**src/rtl/mem_bus_arbiter_pkg.sv**
```systemverilog
// Shared types for the external memory port arbiter and any other bus master
// that wants to describe a memory request as a single packed word.
package mem_bus_arbiter_pkg;

  localparam int MEM_ADDR_W = 24;
  localparam int MEM_DATA_W = 16;
  localparam int CNT_W      = 4;

  typedef enum logic {
    OWN_IFETCH = 1'b0,
    OWN_DMEM   = 1'b1
  } owner_e;

  typedef enum logic [1:0] {
    ST_IDLE   = 2'd0,
    ST_ACCESS = 2'd1,
    ST_DONE   = 2'd2
  } state_e;

  typedef struct packed {
    logic [MEM_ADDR_W-1:0] addr;
    logic                  we;
    logic [MEM_DATA_W-1:0] wdata;
  } mem_req_t;

endpackage

```
**src/rtl/mem_bus_arbiter_if.sv**
```systemverilog
// Requester and memory-pin bundle of the arbiter; slave is the arbiter's view,
// master is the view of whatever drives the requests and models the memory.
interface mem_bus_arbiter_if #(
  parameter int ADDR_W = 24,
  parameter int DATA_W = 16
);
  logic              ifetch_req_i;
  logic [ADDR_W-1:0] ifetch_addr_i;
  logic              ifetch_ack_o;
  logic [DATA_W-1:0] ifetch_data_o;

  logic              dmem_req_i;
  logic              dmem_we_i;
  logic [ADDR_W-1:0] dmem_addr_i;
  logic [DATA_W-1:0] dmem_wdata_i;
  logic              dmem_ack_o;
  logic [DATA_W-1:0] dmem_rdata_o;

  logic [ADDR_W-1:0] mem_addr_o;
  logic              mem_re_o;
  logic              mem_we_o;
  logic [DATA_W-1:0] mem_data_o;
  logic [DATA_W-1:0] mem_data_i;
  logic              busy_o;

  modport slave (
    input  ifetch_req_i, ifetch_addr_i,
    input  dmem_req_i, dmem_we_i, dmem_addr_i, dmem_wdata_i,
    input  mem_data_i,
    output ifetch_ack_o, ifetch_data_o,
    output dmem_ack_o, dmem_rdata_o,
    output mem_addr_o, mem_re_o, mem_we_o, mem_data_o, busy_o
  );

  modport master (
    output ifetch_req_i, ifetch_addr_i,
    output dmem_req_i, dmem_we_i, dmem_addr_i, dmem_wdata_i,
    output mem_data_i,
    input  ifetch_ack_o, ifetch_data_o,
    input  dmem_ack_o, dmem_rdata_o,
    input  mem_addr_o, mem_re_o, mem_we_o, mem_data_o, busy_o
  );
endinterface

```
**src/rtl/mem_arb_priority.sv**
```systemverilog
// Combinational grant selection: data side wins unless fetch is contending and
// the data side has already taken MAX_DATA_STREAK contested grants in a row.
module mem_arb_priority
  import mem_bus_arbiter_pkg::*;
#(
  parameter int MAX_DATA_STREAK = 4
) (
  input  logic             ifetch_req,
  input  logic             dmem_req,
  input  logic [CNT_W-1:0] streak,
  output logic             grant_valid,
  output owner_e           owner
);

  logic fetch_forced;

  always_comb begin
    fetch_forced = ifetch_req && (streak == CNT_W'(MAX_DATA_STREAK));
    grant_valid  = ifetch_req || dmem_req;
    owner        = OWN_IFETCH;
    if (dmem_req && !fetch_forced) begin
      owner = OWN_DMEM;
    end
  end

endmodule

```
**src/rtl/mem_bus_arbiter.sv**
```systemverilog
// Two-requester arbiter for the external memory port; one access at a time.
// Request seen in IDLE -> strobes for WAIT_STATES+1 cycles -> ack; losers simply stay pending.
module mem_bus_arbiter
  import mem_bus_arbiter_pkg::*;
#(
  parameter int ADDR_W          = MEM_ADDR_W,
  parameter int DATA_W          = MEM_DATA_W,
  parameter int WAIT_STATES     = 0,
  parameter int MAX_DATA_STREAK = 4
) (
  input logic              clk,
  input logic              rst_n,
  mem_bus_arbiter_if.slave bus
);

  state_e           state_q, state_d;
  logic [CNT_W-1:0] cnt_q;
  logic [CNT_W-1:0] streak_q;
  mem_req_t         req_q;
  owner_e           owner_q;

  logic             grant_valid;
  owner_e           grant_owner;
  logic             grant_en;
  logic             done_en;
  logic             contested;
  mem_req_t         grant_req;
  logic [ADDR_W-1:0] sel_addr;
  logic [DATA_W-1:0] sel_wdata;
  logic              sel_we;

  mem_arb_priority #(
    .MAX_DATA_STREAK (MAX_DATA_STREAK)
  ) u_priority (
    .ifetch_req  (bus.ifetch_req_i),
    .dmem_req    (bus.dmem_req_i),
    .streak      (streak_q),
    .grant_valid (grant_valid),
    .owner       (grant_owner)
  );

  assign contested = bus.ifetch_req_i && bus.dmem_req_i;

  // Fetch is read-only, so its latched request never carries write data.
  always_comb begin
    sel_addr  = bus.ifetch_addr_i;
    sel_we    = 1'b0;
    sel_wdata = '0;
    if (grant_owner == OWN_DMEM) begin
      sel_addr  = bus.dmem_addr_i;
      sel_we    = bus.dmem_we_i;
      sel_wdata = bus.dmem_wdata_i;
    end
    grant_req = '{addr: sel_addr, we: sel_we, wdata: sel_wdata};
  end

  always_comb begin
    state_d  = state_q;
    grant_en = 1'b0;
    done_en  = 1'b0;
    case (state_q)
      ST_IDLE: begin
        if (grant_valid) begin
          grant_en = 1'b1;
          state_d  = ST_ACCESS;
        end
      end
      ST_ACCESS: begin
        if (cnt_q == '0) begin
          done_en = 1'b1;
          state_d = ST_DONE;
        end
      end
      ST_DONE:  state_d = ST_IDLE;
      default:  state_d = ST_IDLE;
    endcase
  end

  always_ff @(posedge clk or negedge rst_n) begin
    if (!rst_n) begin
      state_q <= ST_IDLE;
    end else begin
      state_q <= state_d;
    end
  end

  always_ff @(posedge clk or negedge rst_n) begin
    if (!rst_n) begin
      cnt_q    <= '0;
      streak_q <= '0;
      req_q    <= '0;
      owner_q  <= OWN_IFETCH;
    end else begin
      if (grant_en) begin
        cnt_q   <= CNT_W'(WAIT_STATES);
        req_q   <= grant_req;
        owner_q <= grant_owner;
        if (grant_owner == OWN_IFETCH) begin
          streak_q <= '0;
        end else if (contested) begin
          streak_q <= streak_q + CNT_W'(1);
        end
      end else if (state_q == ST_ACCESS && cnt_q != '0) begin
        cnt_q <= cnt_q - CNT_W'(1);
      end
    end
  end

  // Strobes, acks and read data are flops so reset clears them without a clock edge.
  always_ff @(posedge clk or negedge rst_n) begin
    if (!rst_n) begin
      bus.mem_re_o      <= 1'b0;
      bus.mem_we_o      <= 1'b0;
      bus.ifetch_ack_o  <= 1'b0;
      bus.dmem_ack_o    <= 1'b0;
      bus.ifetch_data_o <= '0;
      bus.dmem_rdata_o  <= '0;
      bus.busy_o        <= 1'b0;
    end else begin
      if (grant_en) begin
        bus.mem_re_o <= ~grant_req.we;
        bus.mem_we_o <= grant_req.we;
      end else if (done_en) begin
        bus.mem_re_o <= 1'b0;
        bus.mem_we_o <= 1'b0;
      end
      bus.ifetch_ack_o <= done_en && (owner_q == OWN_IFETCH);
      bus.dmem_ack_o   <= done_en && (owner_q == OWN_DMEM);
      if (done_en && !req_q.we) begin
        if (owner_q == OWN_IFETCH) begin
          bus.ifetch_data_o <= bus.mem_data_i;
        end else begin
          bus.dmem_rdata_o  <= bus.mem_data_i;
        end
      end
      bus.busy_o <= (state_d != ST_IDLE);
    end
  end

  assign bus.mem_addr_o = req_q.addr;
  assign bus.mem_data_o = req_q.wdata;

endmodule

```
**src/flat_wrapper.sv**
```systemverilog
// flat-port wrapper written by rule: the top's interface ports become plain ports
module mem_bus_arbiter_flat import mem_bus_arbiter_pkg::*;
#(
  parameter int ADDR_W          = MEM_ADDR_W,
  parameter int DATA_W          = MEM_DATA_W,
  parameter int WAIT_STATES     = 0,
  parameter int MAX_DATA_STREAK = 4
)
  (clk, rst_n, bus_ifetch_req_i, bus_ifetch_addr_i, bus_dmem_req_i, bus_dmem_we_i, bus_dmem_addr_i, bus_dmem_wdata_i, bus_mem_data_i, bus_ifetch_ack_o, bus_ifetch_data_o, bus_dmem_ack_o, bus_dmem_rdata_o, bus_mem_addr_o, bus_mem_re_o, bus_mem_we_o, bus_mem_data_o, bus_busy_o);
  mem_bus_arbiter_if #(.ADDR_W(ADDR_W), .DATA_W(DATA_W)) bus_i ();
  input logic clk;
  input logic rst_n;
  input wire logic [$bits(bus_i.ifetch_req_i)-1:0] bus_ifetch_req_i;
  input wire logic [$bits(bus_i.ifetch_addr_i)-1:0] bus_ifetch_addr_i;
  input wire logic [$bits(bus_i.dmem_req_i)-1:0] bus_dmem_req_i;
  input wire logic [$bits(bus_i.dmem_we_i)-1:0] bus_dmem_we_i;
  input wire logic [$bits(bus_i.dmem_addr_i)-1:0] bus_dmem_addr_i;
  input wire logic [$bits(bus_i.dmem_wdata_i)-1:0] bus_dmem_wdata_i;
  input wire logic [$bits(bus_i.mem_data_i)-1:0] bus_mem_data_i;
  output wire logic [$bits(bus_i.ifetch_ack_o)-1:0] bus_ifetch_ack_o;
  output wire logic [$bits(bus_i.ifetch_data_o)-1:0] bus_ifetch_data_o;
  output wire logic [$bits(bus_i.dmem_ack_o)-1:0] bus_dmem_ack_o;
  output wire logic [$bits(bus_i.dmem_rdata_o)-1:0] bus_dmem_rdata_o;
  output wire logic [$bits(bus_i.mem_addr_o)-1:0] bus_mem_addr_o;
  output wire logic [$bits(bus_i.mem_re_o)-1:0] bus_mem_re_o;
  output wire logic [$bits(bus_i.mem_we_o)-1:0] bus_mem_we_o;
  output wire logic [$bits(bus_i.mem_data_o)-1:0] bus_mem_data_o;
  output wire logic [$bits(bus_i.busy_o)-1:0] bus_busy_o;
  assign bus_i.ifetch_req_i = bus_ifetch_req_i;
  assign bus_i.ifetch_addr_i = bus_ifetch_addr_i;
  assign bus_i.dmem_req_i = bus_dmem_req_i;
  assign bus_i.dmem_we_i = bus_dmem_we_i;
  assign bus_i.dmem_addr_i = bus_dmem_addr_i;
  assign bus_i.dmem_wdata_i = bus_dmem_wdata_i;
  assign bus_i.mem_data_i = bus_mem_data_i;
  assign bus_ifetch_ack_o = bus_i.ifetch_ack_o;
  assign bus_ifetch_data_o = bus_i.ifetch_data_o;
  assign bus_dmem_ack_o = bus_i.dmem_ack_o;
  assign bus_dmem_rdata_o = bus_i.dmem_rdata_o;
  assign bus_mem_addr_o = bus_i.mem_addr_o;
  assign bus_mem_re_o = bus_i.mem_re_o;
  assign bus_mem_we_o = bus_i.mem_we_o;
  assign bus_mem_data_o = bus_i.mem_data_o;
  assign bus_busy_o = bus_i.busy_o;
  mem_bus_arbiter #(.ADDR_W(ADDR_W), .DATA_W(DATA_W), .WAIT_STATES(WAIT_STATES), .MAX_DATA_STREAK(MAX_DATA_STREAK)) u_core (.clk(clk), .rst_n(rst_n), .bus(bus_i));
endmodule
```
**config.mk**
```make
export PLATFORM = sky130hd
export DESIGN_NAME = mem_bus_arbiter_flat
export DESIGN_NICKNAME = d
export VERILOG_FILES = /design/src/rtl/mem_bus_arbiter_pkg.sv /design/src/rtl/mem_bus_arbiter_if.sv /design/src/rtl/mem_arb_priority.sv /design/src/rtl/mem_bus_arbiter.sv /design/src/flat_wrapper.sv
export SDC_FILE = /design/constraint.sdc
export NUM_CORES = 1
export LEC_CHECK = 0
export CAP_MARGIN = 20
export CORE_MARGIN = 2
export CORE_UTILIZATION = 43
export CTS_CLUSTER_DIAMETER = 50
export DETAILED_ROUTE_END_ITERATION = 10
export HOLD_SLACK_MARGIN = 0.12
export PLACE_DENSITY = 0.8
export SETUP_SLACK_MARGIN = 0.02
export SYNTH_ARGS = -nofsm -noshare
export SYNTH_HDL_FRONTEND = slang
export SYNTH_HIERARCHICAL = 1
export SYNTH_SLANG_ARGS = --single-unit
```
**constraint.sdc**
```tcl
create_clock -name clk -period 2.66 [get_ports clk]
set_clock_uncertainty 0.05 [all_clocks]
set_input_delay 0.798 -clock clk [delete_from_list [all_inputs] [get_ports clk]]
set_output_delay 0.798 -clock clk [all_outputs]
set_load 0.02 [all_outputs]
```
Yosys cells after proc, flatten, opt, wreduce, memory -nomap -nowiden
Index checks and enable logic that the tools add are counted.
{"block": "word_totals", "latchBits": 0, "mem_count": 0, "mem_bits_ro": 0, "ff_bits": 89, "ramBits": 0, "inputBits": 85, "word_cells": 58, "out_inout_bits": 77}
{"block": "classes", "n_mux": 18, "n_reduce_logical": 19, "div": 0, "multipliers": 0, "magnitude_cmp": 0, "n_bitwise": 2, "eq_ne": 3, "addsub": 2, "n_shift": 0}
{"operator": "two-way mux 24 bit", "count": 1}
{"operator": "two-way mux 16 bit", "count": 1}
{"operator": "two-way mux 4 bit", "count": 4}
{"operator": "two-way mux 1 bit", "count": 9}
{"operator": "logical AND 1 bit", "count": 7}
{"operator": "AND reduction 2 bit", "count": 3}
{"operator": "nonzero test 2 bit", "count": 3}
{"operator": "adder 4 x 1 -> 4 bit (second input constant)", "count": 1}
{"operator": "== test 4 x 3 -> 1 bit (second input constant)", "count": 1}
{"operator": "zero test 4 bit", "count": 1}
{"operator": "two-way mux 2 bit", "count": 2}
{"operator": "case mux 2 bit (2 select lines)", "count": 1}
{"operator": "nonzero test 4 bit", "count": 1}
{"operator": "subtractor 4 x 1 -> 4 bit (second input constant)", "count": 1}
{"operator": "== test 2 x 1 -> 1 bit (second input constant)", "count": 1}
{"operator": "zero test 1 bit", "count": 2}
{"operator": "zero test 2 bit", "count": 1}
{"operator": "inequality test 2 bit (second input constant)", "count": 1}
{"operator": "NOT 1 bit", "count": 2}
{"operator": "logical OR 1 bit", "count": 1}

Logic depth before layout (Yosys ltp)
Gate-level depths: netlist (run 1).
{"block": "logic_depth", "ltp_word": 8, "ltp_mapped": 7, "mapped_depth_nobuf": 5}

By module
The synthesis (run 1) kept the hierarchy.
{"module": "mem_bus_arbiter", "area_per_inst_um2": 4008.8, "seq_area_each_um2": 2227.1, "cells_per_inst": 358, "instances": 1}
{"module": "mem_arb_priority", "area_per_inst_um2": 22.5, "seq_area_each_um2": 0.0, "cells_per_inst": 3, "instances": 1}

Worst setup path after synthesis (run 1)
OpenSTA, ideal clock, no wires.
{"block": "synth_timing", "path_type": "input-to-reg", "from": "input port bus_dmem_req_i", "to": "register u_core.req_q (netlist bit u_core/bus.mem_data_o[10])", "path_slack_ns": 0.366, "arrival_time_ns": 2.177, "n_path_buf": 3, "stages": 7, "cell_sequence": "or2_2 -> or3b_2 -> clkbuf_1 -> clkbuf_1 -> buf_1 -> nand2_1 -> nand2_1"}
{"block": "synth_between", "elab_chain_cells": 3}
{"item": "start, declared", "line_no": "flat_wrapper.sv:15", "rtl": "input wire logic [$bits(bus_i.dmem_req_i)-1:0] bus_dmem_req_i;"}
{"item": "logical AND 1 bit or logical OR 1 bit (tied branches)", "line_no": "mem_arb_priority.sv:21, mem_arb_priority.sv:19"}
{"item": "two-way mux 1 bit, on equally long branches", "line_no": "mem_arb_priority.sv:21, mem_bus_arbiter.sv:63"}
{"item": "two-way mux 16 bit or two-way mux 1 bit (tied branches)", "line_no": "mem_bus_arbiter.sv:49, mem_bus_arbiter.sv:61"}
{"item": "end signal, assigned", "line_no": "mem_bus_arbiter.sv:96", "rtl": "req_q <= grant_req;"}
{"item": "end, declared", "line_no": "mem_bus_arbiter.sv:19", "rtl": "mem_req_t req_q;"}
Parallel ways exist; a longest one is shown, timed or not.
A chain may end at the register's enable or synchronous reset.

Final worst setup path (run 1)
{"block": "layout_timing", "from": "input port bus_dmem_req_i", "to": "register u_core.streak_q[2]"}
{"block": "layout_between", "elab_chain_cells": 4}
{"item": "logical OR 1 bit", "line_no": "mem_arb_priority.sv:19", "rtl": "grant_valid = ifetch_req || dmem_req;"}
{"item": "net u_core.grant_valid", "line_no": "mem_bus_arbiter.sv:22", "rtl": "logic grant_valid;"}
{"item": "two-way mux 1 bit", "line_no": "mem_bus_arbiter.sv:63", "rtl": "if (grant_valid) begin"}
{"item": "two-way mux 1 bit", "line_no": "mem_bus_arbiter.sv:61", "rtl": "case (state_q)"}
{"item": "AND reduction 2 bit (no line)"}
{"item": "end signal, assigned", "line_no": "mem_bus_arbiter.sv:101", "rtl": "streak_q <= streak_q + CNT_W'(1);"}
{"item": "end, declared", "line_no": "mem_bus_arbiter.sv:18", "rtl": "logic [CNT_W-1:0] streak_q;"}
The timed path passes the listed nets, and every way through them passes these cells.

==> results of run 1 <==
[synth_stat cells (2+ instances only)]
cell | count | area, sq um
buf_1 | 2 | 7.51
buf_2 | 3 | 15.0
buf_4 | 40 | 300
clkbuf_1 | 12 | 45.0
dfrtp_1 | 89 | 2230
ha_1 | 3 | 37.5
inv_1 | 3 | 11.3
mux2_2 | 32 | 360
mux2i_1 | 27 | 270
nand2_1 | 68 | 255
nand3_1 | 21 | 105
nand3b_1 | 2 | 15.0
nor2_1 | 3 | 11.3
o211ai_1 | 3 | 22.5
o21ai_0 | 31 | 155
or3_1 | 2 | 12.5
[routing by layer]
layer / wire, um / vias up / track usage (%)
li1: - / 1441 / -
met1: 3570 / 1411 / 21.5
met2: 4700 / 83 / 30.9
met3: 455 / 18 / 4.23
met4: 233 / 0 / 6.85
met5: 0 / - / 0
[worst max-delay path, stage by stage]
cell and delay, ns:
clkdlybuf4s50_1 0.47, or2_2 0.14, or3b_2 0.48, buf_4 0.17, or3_1 0.37, mux2i_1 0.14
[metrics by stage]
stage	instance area [sq um]	power (mW)
4_1_cts	5720	6.47
2_1_floorplan	4030	4.28
3_5_place_dp	5510	5.47
3_3_place_gp	5510	5.37
6_report	5720	6.39
5_1_grt	5720	6.77
[sequential cells by signal, indices dropped and copies added, names as in the netlist]
name and count:
u_core/bus.dmem_ack_o 1, u_core/state_q 2, u_core/streak_q 4, u_core/bus.busy_o 1, u_core/bus.mem_we_o 1, u_core/bus.ifetch_ack_o 1
u_core/bus.mem_addr_o 24, u_core/cnt_q 4, u_core/owner_q 1, u_core/bus.mem_data_o 16, u_core/bus.ifetch_data_o 16, u_core/req_q 1
u_core/bus.dmem_rdata_o 16, u_core/bus.mem_re_o 1
[worst max path at each step]
stage,startpoint,end,cells after the start,slack [ns]
after floorplan,bus_dmem_req_i,u_core/bus.mem_data_o[10],7,0.37
after detailed placement,bus_dmem_req_i,u_core/bus.mem_we_o,5,-0.04
after CTS,bus_dmem_req_i,u_core/streak_q[2],6,0.34
after global placement,bus_dmem_req_i,u_core/bus.mem_we_o,5,0.03
final,bus_dmem_req_i,u_core/streak_q[2],6,0.32
after global routing,bus_dmem_req_i,u_core/bus.mem_we_o,5,0.14
[placed cells by master (no fill, tap or decap), types with 2 or more instances in the layout]
cell type,count
buf_12,2
dfrtp_1,89
nand3b_1,2
inv_1,3
nand2_1,68
clkbuf_1,2
o211ai_1,3
mux2i_1,27
clkbuf_8,9
nor2_1,3
clkinvlp_4,2
bufinv_16,2
or3_1,2
mux2_2,32
ha_1,3
o21ai_0,31
clkdlybuf4s50_1,160
nand3_1,21
buf_4,10
[report_power, final]
part	internal (mW)	switching [mW]	leakage [nW]	total (mW)
Sequential	1.95	0.341	1.10	2.30
Combinational	1.55	1.57	1.33	3.12
Clock	0.528	0.449	0.0995	0.977
Total	4.03	2.36	2.53	6.39
[cell type report]
cell class	count	area [sq um]	share of cell area, %
Clock buffer	11	131	2.30
Tap cell	111	139	2.43
Sequential cell	89	2230	38.9
Multi-Input combinational cell	211	1420	24.7
Timing Repair Buffer	172	1720	30.0
Inverter	3	11.3	0.197
Clock inverter	5	80.1	1.40
[cell families (layout without fill, tap and decap cells)]
| logic type | count (synthesis) | in the layout |
|---|---|---|
| AO/OA/AOI/OAI | 41 | 41 |
| AND/OR/NAND/NOR | 108 | 108 |
| multiplexers | 59 | 59 |
| adder cells (fa/ha/maj) | 3 | 3 |
| flip-flops | 89 | 89 |
| buffers and inverters | 61 | 191 |
==> flow_summary.json, run 1 <==
{
  "numPortBuffers": 161,
  "core_region_area_sq_mm": 0.00915,
  "ff2ff_path_depth": 6,
  "post-place-cells": 586,
  "synth_top_family_by_area": "multiplexers",
  "grt_first_pass_wirelength_um": 14300,
  "fin_util_pct": 62.5,
  "final.min_clock_period_ns": 2.34,
  "outcome": "finished, final reports clean",
  "overflow": 0,
  "whs_ns": 0.363,
  "worst_ep_arrival_time_ns": 2.56,
  "clk_pin_slew_ns": 0.08,
  "tightest_slew_ns": 0.987,
  "setup-tns-final_ns": 0,
  "synth-main-ff-cell": "dfrtp_1",
  "cts_setup_buffers": 0,
  "htree_num_levels": 3,
  "power_leakage_nw": 2.53,
  "cts.sinks": 89,
  "crit_path_max_fanout": 4,
  "gp_congestion": 0.767,
  "grt_pass1_vias": 2991,
  "hp-class": "input pin to async pin",
  "synth-seq-area-share_pct": 55.2,
  "cts_hold_buf": 0,
  "synth_area_sq_mm": 0.00403,
  "fin_crit_sh_pct": 88.1,
  "r2r-start": "u_core/cnt_q[0]",
  "nFillCells": 716,
  "antenna_cells": 0,
  "hpwl_um": 6690,
  "setup_ws_ns": 0.316,
  "rows": 35,
  "insertion_delay_ns": 0.34,
  "max-clock-path-buffers": 2,
  "fp.dieH_um": 101,
  "grt_max_degree": 51,
  "cp-end-kind": "register",
  "cts_tree": "built",
  "drc": 0,
  "antenna_found_initial": 0,
  "synthCells": 361,
  "fp.dieW_um": 101,
  "worst-setup-path-type": "input pin to register",
  "cts_inserted_buffers": 9,
  "synth_cell_types": 36,
  "max-cap-violations": 0,
  "timing.rr.end": "u_core/bus.ifetch_data_o[12]",
  "synth_xor_area_share_pct": 0,
  "ys_ff_latch": 89,
  "synthMuxAreaShare_pct": 15.6,
  "cp-start-kind": "input pin",
  "synth-async-reset-ratio_pct": 100,
  "clock.fmax_mhz": 427,
  "post_cts_resized": 0,
  "wire_per_inst_um": 14.9,
  "pin_count": 162,
  "p_per_area_mw_per_mm2": 1120,
  "num_vias": 2953,
  "drtAntennaViolNets": 0,
  "irDropWorstVdd_mv": 0.745,
  "synth-simple-area-share_pct": 12.7,
  "syn-num-nets": 449,
  "yosysWarnings": 6,
  "synthToLayoutAreaGrowth_pct": 41.9,
  "drv_slew": 0,
  "setup_violations": 0,
  "start_util_pct": 44.0,
  "dr.pass1.iters": 4,
  "hold_violations": 0,
  "r2r_slack_ns": 0.57,
  "rsz0062_at_grt": "no",
  "slew_headroom_pct": 33.9,
  "place_ws_ns": -0.0407,
  "num-nets-final": 574,
  "fin_cells": 602,
  "gr-usage-all-layers_pct": 17.8,
  "synth_area_per_cell_sq_um": 11.2,
  "drt-vias-per-instance": 4.91,
  "synth_fa_ha_area_share_pct": 0.931,
  "dieArea_sq_mm": 0.0102,
  "root_buffer": "clkbuf_8",
  "drt_iter0_markers": 98,
  "totalWireLength_um": 8960,
  "drive_gt1_share_pct": 13.4,
  "synth_edf_count": 0,
  "synth_compound_area_share_pct": 5.83,
  "required_ns": 2.88
}
(Power assumes the default switching activity.)
==> run 2: changes to the inputs <==
CORE_ASPECT_RATIO = 0.7   (was default)
CORE_UTILIZATION = 39   (was 43)
PLACE_DENSITY = 0.76   (was 0.8)
clock period = 2.05 ns   (was 2.66 ns; I/O delays follow)
==> flow_summary.json, run 2 (synthesized netlist as in run 1, its figures left out) <==
{
  "outcome": "finished, final reports clean",
  "p_per_area_mw_per_mm2": 1480,
  "root_buffer": "clkbuf_16",
  "numPortBuffers": 161,
  "antenna_found_initial": 0,
  "grt_first_pass_wirelength_um": 14900,
  "holdPathEnd": "u_core/bus.mem_data_o[7]",
  "pin_count": 162,
  "totalWireLength_um": 9690,
  "worst_ep_arrival_time_ns": 2.17,
  "gp_congestion": 0.737,
  "setup_ws_ns": 0.0551,
  "final_common_cell": "clkdlybuf4s50_1",
  "r2r_slack_ns": 0.06,
  "num-nets-final": 583,
  "tightest_slew_ns": 0.658,
  "whs_ns": 0.414,
  "drt-vias-per-instance": 4.82,
  "dieArea_sq_mm": 0.0112,
  "clock.fmax_mhz": 501,
  "hpwl_um": 6990,
  "final.min_clock_period_ns": 1.99,
  "htree_num_levels": 3,
  "insertion_delay_ns": 0.34,
  "largest_reg_flops": 24,
  "slew_headroom_pct": 56.1,
  "nFillCells": 840,
  "crit_path_max_fanout": 8,
  "setup_violations": 0,
  "place_area_sq_mm": 0.00558,
  "drt_iter0_markers": 81,
  "rsz0062_at_grt": "no",
  "worst-setup-path-type": "register to register",
  "drv_slew": 0,
  "min_from": "u_core/bus.mem_data_o[7]",
  "drive_gt1_share_pct": 16.2,
  "num_vias": 3044,
  "critPathSlowestCell": "dfrtp_1",
  "cpPeakStageDelay_ns": 0.41,
  "cp-start-kind": "register",
  "fp.dieH_um": 89.1,
  "hp-class": "register to register",
  "cp-end-kind": "register",
  "crit_buf_inv": 3,
  "place_ws_ns": -0.428,
  "core_region_area_sq_mm": 0.0102,
  "gr-usage-all-layers_pct": 17.0,
  "max-clock-path-buffers": 2,
  "path_cells": "inv_2 > ha_4 > or3b_4 > nor4_4 > buf_4 > clkbuf_16 > mux2_4",
  "r2r-start": "u_core/cnt_q[0]",
  "ff2ff_path_depth": 7,
  "irDropWorstVdd_mv": 0.875,
  "overflow": 0,
  "fin_crit_sh_pct": 97.3,
  "synthToLayoutAreaGrowth_pct": 50.9,
  "clk_pin_slew_ns": 0.07,
  "hold_violations": 0,
  "drc": 0,
  "antenna_cells": 0,
  "fin_area_sq_mm": 0.00608,
  "required_ns": 2.22,
  "path_delay_family": "simple AND/OR/NAND/NOR gates",
  "final_cell_mix": "149 x clkdlybuf4s50_1, 89 x dfrtp_1, 68 x nand2_1",
  "fp.dieW_um": 126,
  "dr.pass1.iters": 4,
  "cts_tree": "built",
  "grt_pass1_vias": 3012,
  "drtAntennaViolNets": 0,
  "register_area_sq_mm": 0.00223,
  "cts_inserted_buffers": 9,
  "power_leakage_nw": 2.81,
  "min_delay_path_depth": 2,
  "start_util_pct": 39.5,
  "rows": 31,
  "cts.sinks": 89,
  "grt_max_degree": 52,
  "multi_input_area_sq_mm": 0.00148,
  "wire_per_inst_um": 15.3,
  "timing.rr.end": "u_core/bus.ifetch_data_o[5]",
  "max-cap-violations": 0
}
run 2: changes by cell type in the layout (fill, tap and decap cells not counted), moves of 3 or more:
cell	delta
clkdlybuf4s50_1	-11
mux2_4	+8
dlymetal6s2s_1	+11
clkbuf_8	-8
mux2_2	-8
inv_6	+3
clkbuf_16	+11
run 2: report_power, final:
group	internal [mW]	total, mW	switching (mW)
registers	2.54	3.02	0.480
clock network	0.997	1.70	0.700
logic	2.18	4.27	2.09
run 2: worst max path at each step:
| stage | cells past startpoint | start | slack, ns | to |
|---|---|---|---|---|
| floorplan | 7 | u_core/cnt_q[0] | -0.03 | u_core/bus.ifetch_data_o[10] |
| global placement | 7 | bus_ifetch_req_i | -0.38 | u_core/bus.mem_addr_o[20] |
| detailed placement | 7 | bus_ifetch_req_i | -0.43 | u_core/bus.mem_addr_o[18] |
| CTS | 7 | bus_ifetch_req_i | 0.03 | u_core/bus.mem_addr_o[18] |
| global route | 1 | u_core/bus.ifetch_data_o[8] | 0.005 | bus_ifetch_data_o[8] |
| finish | 7 | u_core/cnt_q[0] | 0.06 | u_core/bus.ifetch_data_o[5] |
run 2: timing repair:
item | in CTS | in global routing
endpoints found under the hold margin | 20 | 0
setup buffers | 0 | 2
hold buffers | 1 | 0
resized for setup | 4 | 31
pin swaps | 0 | 1
gates cloned | 0 | 2
setup endpoints to repair | 18 | 46
run 2: routing by layer:
layer | track usage [%] | wire (um) | vias up
met1 | 20.1 | 4090 | 1487
met5 | 0 | 0 | -
met2 | 29.4 | 4800 | 94
li1 | - | - | 1453
met4 | 5.45 | 99 | 0
met3 | 6.34 | 700 | 10
run 2: cell type report:
cell class	count	share of cell area, %
Multi-Input combinational cell	211	24.4
Clock inverter	6	1.19
Tap cell	132	2.71
Clock buffer	10	3.93
Inverter	3	0.185
Timing Repair Buffer	181	31.0
Sequential cell	89	36.6
run 2: tightest hold or removal path: stages (launching register included):
cell and delay, ns:
dfrtp_1 0.34, nand2_1 0.05, nand2_1 0.04
run 2: through the flow:
step	cells	util [%]	total power [mW]	setup TNS [ns]
2_1_floorplan	361	-	5.56	-0.281
3_3_place_gp	611	54.7	6.99	-15.24
3_5_place_dp	611	54.7	7.14	-17.19
4_1_cts	628	58.0	8.92	0
5_1_grt	632	59.6	9.50	0
6_report	632	59.6	8.99	0
